$ cat config.mk
export PLATFORM = sky130hd
export DESIGN_NAME = uart_cmd_sched_flat
export DESIGN_NICKNAME = d
export VERILOG_FILES = /design/src/rtl/uart_cmd_sched_if.sv /design/src/rtl/uart_cmd_sched.sv /design/src/flat_wrapper.sv
export SDC_FILE = /design/constraint.sdc
export NUM_CORES = 1
export LEC_CHECK = 0
export CORE_MARGIN = 5
export CORE_UTILIZATION = 48
export DETAILED_ROUTE_END_ITERATION = 16
export GPL_TIMING_DRIVEN = 0
export PLACE_DENSITY_LB_ADDON = 0.25
export RECOVER_POWER = 100
export SLEW_MARGIN = 15
export SYNTH_ARGS = -nofsm -noshare
export SYNTH_HDL_FRONTEND = slang
export SYNTH_SLANG_ARGS = --single-unit
$ cat constraint.sdc
create_clock -name clk -period 5.74 [get_ports clk]
set_clock_uncertainty 0.2 [all_clocks]
set_input_delay 1.148 -clock clk [delete_from_list [all_inputs] [get_ports clk]]
set_output_delay 1.148 -clock clk [all_outputs]
set_load 0.02 [all_outputs]
$ cat src/rtl/uart_cmd_sched_if.sv
// rtl/uart_cmd_sched_if.sv - wrapper and client handshake bundle around the command scheduler
interface uart_cmd_sched_if #(
    parameter int NREQ = 4
);
    logic              cmd_rdy;
    logic [15:0]       cmd;
    logic              clr_cmd_rdy;
    logic              send_resp;
    logic [7:0]        resp;
    logic              resp_sent;
    logic [NREQ-1:0]   cmd_vld;
    logic [15:0]       cmd_data;
    logic [NREQ-1:0]   cmd_ack;
    logic [NREQ-1:0]   resp_req;
    logic [8*NREQ-1:0] resp_data;
    logic [NREQ-1:0]   resp_ack;
    logic              busy;

    // master is the scheduler; slave is the wrapper plus clients around it
    modport master (
        input  cmd_rdy, cmd, resp_sent, cmd_ack, resp_req, resp_data,
        output clr_cmd_rdy, send_resp, resp, cmd_vld, cmd_data, resp_ack, busy
    );

    modport slave (
        output cmd_rdy, cmd, resp_sent, cmd_ack, resp_req, resp_data,
        input  clr_cmd_rdy, send_resp, resp, cmd_vld, cmd_data, resp_ack, busy
    );
endinterface

$ cat src/rtl/uart_cmd_sched.sv
// rtl/uart_cmd_sched.sv - command dispatcher and round-robin response arbiter for the UART wrapper
module uart_cmd_sched #(
    parameter int         NREQ     = 4,
    parameter int         TIMEOUT  = 1024,
    parameter logic [7:0] ERR_RESP = 8'hEE
) (
    input logic              clk,
    input logic              rst,
    uart_cmd_sched_if.master bus
);
    localparam int            CW      = (TIMEOUT > 1) ? $clog2(TIMEOUT) : 1;
    localparam logic [CW-1:0] TO_LAST = CW'(TIMEOUT - 1);

    typedef enum logic       {C_IDLE, C_DISP} cstate_t;
    typedef enum logic [1:0] {R_IDLE, R_SEND, R_WAIT} rstate_t;

    cstate_t cstate, cnext;
    rstate_t rstate, rnext;

    logic [1:0]      dest;
    logic [NREQ-1:0] dest_oh;
    logic [CW-1:0]   tcnt, tcnt_d;
    logic            vld_on, dest_ack, tmo_last;
    logic            clr_d;
    logic [NREQ-1:0] vld_d;
    logic            err_pend, err_set, err_clr;

    logic [NREQ-1:0] req_eff;
    logic            found;
    logic [1:0]      pick, rr_ptr, gnt;
    logic            gnt_err;
    logic            send_d;
    logic [NREQ-1:0] ack_d;

    // ---------------- command side ----------------
    assign vld_on   = |bus.cmd_vld;
    assign dest_ack = bus.cmd_ack[dest];
    assign tmo_last = (tcnt == TO_LAST);

    always_comb begin
        dest_oh       = '0;
        dest_oh[dest] = 1'b1;
    end

    always_ff @(posedge clk or posedge rst) begin
        if (rst) cstate <= C_IDLE;
        else     cstate <= cnext;
    end

    // C_DISP spends its first cycle raising cmd_vld, so ack/timeout only count once it is up
    always_comb begin
        cnext = cstate;
        case (cstate)
            C_IDLE:  if (bus.cmd_rdy) cnext = C_DISP;
            C_DISP:  if (vld_on && (dest_ack || tmo_last)) cnext = C_IDLE;
            default: cnext = C_IDLE;
        endcase
    end

    always_comb begin
        clr_d   = 1'b0;
        vld_d   = bus.cmd_vld;
        tcnt_d  = '0;
        err_set = 1'b0;
        case (cstate)
            C_IDLE: clr_d = bus.cmd_rdy;
            C_DISP: begin
                if (!vld_on) begin
                    vld_d = dest_oh;
                end else if (dest_ack) begin
                    vld_d = '0;
                end else if (tmo_last) begin
                    vld_d   = '0;
                    err_set = 1'b1;
                end else begin
                    tcnt_d = tcnt + 1'b1;
                end
            end
            default: ;
        endcase
    end

    always_ff @(posedge clk or posedge rst) begin
        if (rst) begin
            bus.clr_cmd_rdy <= 1'b0;
            bus.cmd_vld     <= '0;
            bus.cmd_data    <= '0;
            dest            <= '0;
            tcnt            <= '0;
        end else begin
            bus.clr_cmd_rdy <= clr_d;
            bus.cmd_vld     <= vld_d;
            tcnt            <= tcnt_d;
            if (clr_d) begin
                bus.cmd_data <= bus.cmd;
                dest         <= bus.cmd[15:14];
            end
        end
    end

    // ---------------- response side ----------------
    // resp_ack is registered, so the acked client still shows its request that cycle; mask it
    assign req_eff = bus.resp_req & ~bus.resp_ack;

    always_comb begin
        found = 1'b0;
        pick  = rr_ptr;
        for (int k = NREQ - 1; k >= 0; k--) begin
            if (req_eff[2'(int'(rr_ptr) + k)]) begin
                found = 1'b1;
                pick  = 2'(int'(rr_ptr) + k);
            end
        end
    end

    always_ff @(posedge clk or posedge rst) begin
        if (rst) rstate <= R_IDLE;
        else     rstate <= rnext;
    end

    always_comb begin
        rnext = rstate;
        case (rstate)
            R_IDLE:  if (found || err_pend) rnext = R_SEND;
            R_SEND:  rnext = R_WAIT;
            R_WAIT:  if (bus.resp_sent) rnext = R_IDLE;
            default: rnext = R_IDLE;
        endcase
    end

    always_comb begin
        send_d  = 1'b0;
        ack_d   = '0;
        err_clr = 1'b0;
        case (rstate)
            R_IDLE: send_d = found | err_pend;
            R_WAIT: begin
                if (bus.resp_sent) begin
                    if (gnt_err) err_clr    = 1'b1;
                    else         ack_d[gnt] = 1'b1;
                end
            end
            default: ;
        endcase
    end

    always_ff @(posedge clk or posedge rst) begin
        if (rst) begin
            bus.send_resp <= 1'b0;
            bus.resp_ack  <= '0;
            bus.resp      <= '0;
            gnt           <= '0;
            gnt_err       <= 1'b0;
            rr_ptr        <= '0;
            err_pend      <= 1'b0;
        end else begin
            bus.send_resp <= send_d;
            bus.resp_ack  <= ack_d;
            if (send_d) begin
                gnt     <= pick;
                gnt_err <= ~found;
                if (found) begin
                    bus.resp <= bus.resp_data[{pick, 3'b000} +: 8];
                    rr_ptr   <= pick + 2'd1;
                end else begin
                    bus.resp <= ERR_RESP;
                end
            end
            // a fresh timeout must never be lost to a concurrent clear
            if (err_set)      err_pend <= 1'b1;
            else if (err_clr) err_pend <= 1'b0;
        end
    end

    assign bus.busy = (cstate != C_IDLE) | (rstate != R_IDLE) | err_pend;

endmodule

$ cat src/flat_wrapper.sv
// flat-port wrapper written by rule: the top's interface ports become plain ports
module uart_cmd_sched_flat 
#(
    parameter int         NREQ     = 4,
    parameter int         TIMEOUT  = 1024,
    parameter logic [7:0] ERR_RESP = 8'hEE
)
  (clk, rst, bus_cmd_rdy, bus_cmd, bus_resp_sent, bus_cmd_ack, bus_resp_req, bus_resp_data, bus_clr_cmd_rdy, bus_send_resp, bus_resp, bus_cmd_vld, bus_cmd_data, bus_resp_ack, bus_busy);
  uart_cmd_sched_if #(.NREQ(NREQ)) bus_i ();
  input logic clk;
  input logic rst;
  input wire logic [$bits(bus_i.cmd_rdy)-1:0] bus_cmd_rdy;
  input wire logic [$bits(bus_i.cmd)-1:0] bus_cmd;
  input wire logic [$bits(bus_i.resp_sent)-1:0] bus_resp_sent;
  input wire logic [$bits(bus_i.cmd_ack)-1:0] bus_cmd_ack;
  input wire logic [$bits(bus_i.resp_req)-1:0] bus_resp_req;
  input wire logic [$bits(bus_i.resp_data)-1:0] bus_resp_data;
  output wire logic [$bits(bus_i.clr_cmd_rdy)-1:0] bus_clr_cmd_rdy;
  output wire logic [$bits(bus_i.send_resp)-1:0] bus_send_resp;
  output wire logic [$bits(bus_i.resp)-1:0] bus_resp;
  output wire logic [$bits(bus_i.cmd_vld)-1:0] bus_cmd_vld;
  output wire logic [$bits(bus_i.cmd_data)-1:0] bus_cmd_data;
  output wire logic [$bits(bus_i.resp_ack)-1:0] bus_resp_ack;
  output wire logic [$bits(bus_i.busy)-1:0] bus_busy;
  assign bus_i.cmd_rdy = bus_cmd_rdy;
  assign bus_i.cmd = bus_cmd;
  assign bus_i.resp_sent = bus_resp_sent;
  assign bus_i.cmd_ack = bus_cmd_ack;
  assign bus_i.resp_req = bus_resp_req;
  assign bus_i.resp_data = bus_resp_data;
  assign bus_clr_cmd_rdy = bus_i.clr_cmd_rdy;
  assign bus_send_resp = bus_i.send_resp;
  assign bus_resp = bus_i.resp;
  assign bus_cmd_vld = bus_i.cmd_vld;
  assign bus_cmd_data = bus_i.cmd_data;
  assign bus_resp_ack = bus_i.resp_ack;
  assign bus_busy = bus_i.busy;
  uart_cmd_sched #(.NREQ(NREQ), .TIMEOUT(TIMEOUT), .ERR_RESP(ERR_RESP)) u_core (.clk(clk), .rst(rst), .bus(bus_i));
endmodule
==> results.yml, run 1 <==
timing:
  setup_ws_ps: 1970
  rsz0062_at_grt: "no"
  fin_crit_ps: 3770
  finalMaxSlewViolations: 38
  setup_tns_ps: 0
  setup_viol: 0
  worst_slew_pin_slew_ps: 1930
  max_freq_mhz: 265
  final.period_utilization: 0.658
  slew_headroom: -0.288
  hold_violations: 0
  timing.hold.ws_ps: 301
synth:
  synthCells: 231
  synthFlopType: "dfrtp_1"
  synth_nets: 292
  synth_top_area_share: 0.513
  yosys.area.top_type: "dfrtp_1"
  ys_ff_latch: 53
  syn_avg_cell_area_um2: 11.2
  synthArstFlopShare: 1.00
  syn_area_um2: 2590
  yosysWarningCount: 0
  yosysSeqAreaShare: 0.513
  synth-edff-count: 0
  synthTopCellsByArea: "dfrtp_1, mux2_2, mux2i_1, nor2_1, nand2_1"
  ys_types: 52
flow_run:
  max_cap_violations: 1
clocking:
  cts_root_buf: "clkbuf_8"
  cts_buffers: 5
  clockBufferDepth: 2
  worstSkewPairLatency_ps: 310
  post_cts_buffers: 0
  htree_levels: 2
  hold_buffers: 0
  cts_sinks: 53
  cts.repair.resized: 0
  cts_tree: "built"
  clkTransAtPathRegs_ps: 90
critical_path:
  cp_max_fo: 37
  r2r_start: "u_core.bus.resp_ack[0]"
  r2r_end: "u_core.bus.resp[6]"
  crit_required_ps: 5580
  r2r_slack_ps: 3020
  arrival_ps: 3610
  start_kind: "primary input"
  reg2reg_depth: 6
  worstSetupEndpointType: "async pin"
  crit_type: "in -> async"
detailed_routing:
  antenna_left: 0
  wire_per_inst_um: 15.5
  first_pass_iters: 5
  drt_iter0_drc: 87
  route.met3.wl_um: 441
  met1_length_mm: 2.57
  wirelength_mm: 6.27
  highest_layer: "met4"
  dr_wl_met2_mm: 3.16
  vias_per_cell: 5.28
  vias: 2132
  drc: 0
floorplanning:
  pin_count: 95
  initial_core_util: 0.500
  die_area_um2: 6960
  die_x_um: 83.4
  rows: 26
  coreArea_um2: 5170
  chipHeight_um: 83.4
place:
  dpl_worst_slack_ps: 2320
  gp_congestion: 0.817
  post-dp-hpwl_mm: 4.80
  placedInstanceArea_um2: 3640
  numPortBuffers: 94
final_layout:
  diodes: 0
  final_area_um2: 3680
  final_layout_size_suffix_gt1_frac: 0.126
  syn_to_final_growth_pct: 42.3
  fillers: 385
  nNetsFinal: 394
global_route:
  antenna_found_initial: 0
  grt_max_degree: 38
  track_usage: 0.187
  overflow: 0
  grt_pass1_vias: 2180
  grt_pass1_wl_mm: 10.6
pwr:
  peakVddDrop_mv: 0.282
  leakage_nw: 1.57
  powerDensity_nw_per_um2: 458
min_path:
  min_to: "u_core.bus.resp_ack[2]"
  hp-class: "reg -> reg"
  min-delay-start: "u_core.gnt[0]"
  hold-path-cell-count: 1
run_status:
  violations: "capacitance limit, slew limit"
  status: "finished with violations"
[flip-flops by register name, summed over array words and instances, names as in the netlist, 2 cells and up]
| signal | flops |
|---|---|
| u_core.bus.cmd_data | 14 |
| u_core.tcnt | 10 |
| u_core.bus.resp | 8 |
| u_core.bus.cmd_vld | 4 |
| u_core.bus.resp_ack | 4 |
| u_core.dest | 2 |
| u_core.gnt | 2 |
| u_core.rr_ptr | 2 |
| u_core.rstate | 2 |
[routing by layer]
layer	global-route usage	vias to the layer above
met1	0.225	1018
met3	0.0564	10
met2	0.325	72
met4	0.0541	0
li1	-	1032
met5	0	-
[metrics by stage]
stage | std cells | power [mW] | util
after global routing | 404 | 1.81 | 0.712
after floorplan | 231 | 1.18 | -
after global placement | 395 | 1.53 | 0.699
after CTS | 404 | 1.77 | 0.719
final | 404 | 1.69 | 0.712
after detailed placement | 396 | 1.56 | 0.703
[where the power goes]
part / internal, mW / leakage [nW] / switching [mW]
sequential: 0.512 / 0.663 / 0.105
clock: 0.0865 / 0.0385 / 0.117
combinational: 0.406 / 0.869 / 0.461
[synth_stat cells, types with 6 or more instances]
master	count
a211oi_1	6
dfrtp_1	53
inv_1	10
mux2_2	17
mux2i_1	9
nand2_1	17
nand2b_1	7
nand3_1	8
nor2_1	18
nor2_2	7
xor2_1	7
[area by class of cell]
type | instances | area [um2] | share of cell area
Multi-Input combinational cell | 162 | 1160 | 0.316
Tap cell | 70 | 87.6 | 0.0238
Buffer | 6 | 37.5 | 0.0102
Timing Repair Buffer | 95 | 945 | 0.257
Clock inverter | 1 | 7.51 | 0.00204
Clock buffer | 7 | 76.3 | 0.0207
Inverter | 10 | 37.5 | 0.0102
Sequential cell | 53 | 1330 | 0.360
[worst max-delay path, cell delays in order]
cell	delay (ps)
dlygate4sd3_1	530
inv_1	470
clkbuf_1	1440
[how the worst max path moves through the flow]
stage / slack (ps) / cells after the start / to / from
2_1_floorplan: 3030 / 7 / u_core.bus.resp[0] / bus_resp_req[1]
3_3_place_gp: 2110 / 2 / u_core.bus.resp_ack[3] / rst
3_5_place_dp: 2320 / 7 / u_core.bus.resp[5] / bus_resp_req[3]
4_1_cts: 2620 / 7 / u_core.bus.resp[6] / bus_resp_req[3]
5_1_grt: 1320 / 3 / u_core.bus.cmd_data[8] / rst
6_report: 1970 / 3 / u_core.tcnt[6] / rst
[layout by cell type (no fill, tap or decap), types with 2 or more instances in the layout]
cell type and instances:
a211o_1 2, dlygate4sd3_1 40, xor2_1 7, o21ai_1 2, o31a_1 2, clkdlybuf4s50_1 54
clkbuf_8 5, nand3_1 8, buf_6 2, a221oi_1 5, nor2_1 18, xnor2_1 2
nor2_2 7, o21ai_0 5, inv_1 10, a21oi_1 5, nor2b_1 2, clkbuf_1 7
mux2_2 17, nand2_1 18, a211oi_1 7, nand4_1 3, dfrtp_1 53, mux2i_1 9
nand2b_1 7, nor3_1 4, or2b_1 2, o31ai_1 4, and3_1 3
[logic make-up (layout without fill, tap and decap cells)]
| logic type | Yosys count | in the layout | share of synthesized area |
|---|---|---|---|
| flops | 53 | 53 | 0.513 |
| fa+ha+maj | 1 | 1 | 0.00483 |
| simple gates | 83 | 83 | 0.172 |
| buf+inv | 16 | 119 | 0.0314 |
| mux | 27 | 27 | 0.118 |
| compound gates | 42 | 42 | 0.131 |
| xor+xnor | 9 | 9 | 0.0305 |
No activity file was read; power rests on OpenSTA's default activity.
==> inputs of run 2 (changes only) <==
Settings changed: CORE_UTILIZATION 48 to 44.
Clock period 5.74 ns to 3.8 ns, I/O delays scaled along.
==> run 2 against run 1 <==
Effect of this change: the flow now finishes without violations; core utilization decreased by 7.2 points; cell count increased by 1.2%; worst setup slack got worse by 1200 ps; clock power increased by 57%; die area increased by 8.0%; register-to-register slack got worse by 1700 ps; first-iteration DRC count decreased by 5.7%; combinational power increased by 51%; critical path depth increased by 4; wire length decreased by 4.1%; sequential power increased by 50%; via count decreased by 2.9%; critical endpoint is now u_core.bus.resp[5].
==> results.yml, run 2 (synthesized netlist as in run 1, its figures left out) <==
run_status:
  status: "completed"
timing:
  max_freq_mhz: 325
  finalMaxSlewViolations: 0
  slew_headroom: 0.125
  fin_crit_ps: 3070
  final.period_utilization: 0.809
  setup_viol: 0
  setup_tns_ps: 0
  hold_violations: 0
  worst_slew_pin_slew_ps: 1310
  rsz0062_at_grt: "no"
place:
  dp_cells: 401
  gp_congestion: 0.808
  placedInstanceArea_um2: 3650
  post-dp-hpwl_mm: 4.77
  numPortBuffers: 94
clocking:
  worstSkewPairLatency_ps: 310
  post_cts_buffers: 0
  hold_buffers: 0
  clockBufferDepth: 2
  cts_sinks: 53
  htree_levels: 2
  clkTransAtPathRegs_ps: 100
  cts_root_buf: "clkbuf_8"
  cts_buffers: 5
  cts_tree: "built"
  cts.repair.resized: 0
detailed_routing:
  drt_iter0_drc: 82
  wire_per_inst_um: 14.7
  antenna_left: 0
  vias_per_cell: 5.06
  vias: 2070
  wirelength_mm: 6.02
  first_pass_iters: 4
  drc: 0
final_layout:
  final_cell_mix: "clkdlybuf4s50_1, dfrtp_1, dlygate4sd3_1"
  utilization: 0.640
  diodes: 0
  regMostFlops: "u_core.bus.cmd_data"
  top_regs: "u_core.bus.cmd_data (14), u_core.tcnt (10), u_core.bus.resp (8)"
  fillers: 498
  syn_to_final_growth_pct: 43.8
  nNetsFinal: 394
  final_layout_size_suffix_gt1_frac: 0.138
  final_area_um2: 3720
  final_common_cell: "clkdlybuf4s50_1"
  layoutNonFillerInstCount: 409
  largest_reg_flops: 14
min_path:
  hp-class: "reg -> reg"
floorplanning:
  initial_core_util: 0.445
  die_x_um: 86.7
  rows: 28
  pin_count: 95
  coreArea_um2: 5820
  chipHeight_um: 86.7
  die_area_um2: 7510
pwr:
  powerDensity_nw_per_um2: 686
  p_total_mw: 2.55
  leakage_nw: 1.59
  peakVddDrop_mv: 0.407
global_route:
  overflow: 0
  track_usage: 0.169
  grt_max_degree: 34
  antenna_found_initial: 0
  grt_pass1_vias: 2182
  grt_pass1_wl_mm: 10.1
critical_path:
  cp_max_fo: 8
  worstSetupEndpointType: "flip-flop"
  crit_type: "in -> reg"
  crit_required_ps: 3820
  start_kind: "primary input"
  arrival_ps: 3090
flow_run:
  max_cap_violations: 0
run 2: per-layer routing:
metal | up-vias | GRT usage | wire (um)
met5 | - | 0 | 0
met4 | 0 | 0.0524 | 67
met3 | 5 | 0.0390 | 458
met2 | 62 | 0.295 | 3070
met1 | 974 | 0.206 | 2420
li1 | 1029 | - | -
run 2: layout make-up:
class	instances	area [um2]	area share
plain buffers	6	37.5	0.0101
clock buffers	5	68.8	0.0185
clock inverters	3	21.3	0.00572
inverters	10	37.5	0.0101
multi-input cells	162	1170	0.313
flip-flops and latches	53	1330	0.357
well taps	75	93.8	0.0252
repair buffers	95	968	0.260
run 2: per-stage QoR:
stage	worst slack [ps]	hold slack (ps)
floorplan	1480	251
global placement	571	288
detailed placement	810	292
CTS	1130	312
global route	512	332
finish	726	304
run 2: final timing paths:
| check | startpoint | to | slack [ps] | depth (start not counted) |
|---|---|---|---|---|
| worst max-delay path | bus_resp_req[0] | u_core.bus.resp[5] | 730 | 7 |
| worst min-delay path | u_core.gnt[0] | u_core.bus.resp_ack[2] | 300 | 1 |
| worst max register to register | u_core.bus.resp_ack[0] | u_core.bus.resp[5] | 1290 | 6 |
| worst min register to register | u_core.gnt[0] | u_core.bus.resp_ack[2] | 300 | 1 |
| max in group asynchronous | rst | u_core.bus.send_resp | 1570 | 2 |
| min in group asynchronous | rst | u_core.bus.cmd_data[9] | 1050 | 2 |
run 2: worst max-delay path, stage by stage:
cell           delay [ps]
dlygate4sd3_1         540
nand2b_1              150
nand2_1               140
a211oi_1              680
nand2_2               340
mux2i_1               210
a221oi_2              270
run 2: power by group:
part / internal (mW) / leakage [nW] / switching [mW] / total, mW
logic: 0.617 / 0.881 / 0.693 / 1.31
clock network: 0.131 / 0.0445 / 0.189 / 0.320
registers: 0.773 / 0.663 / 0.148 / 0.921
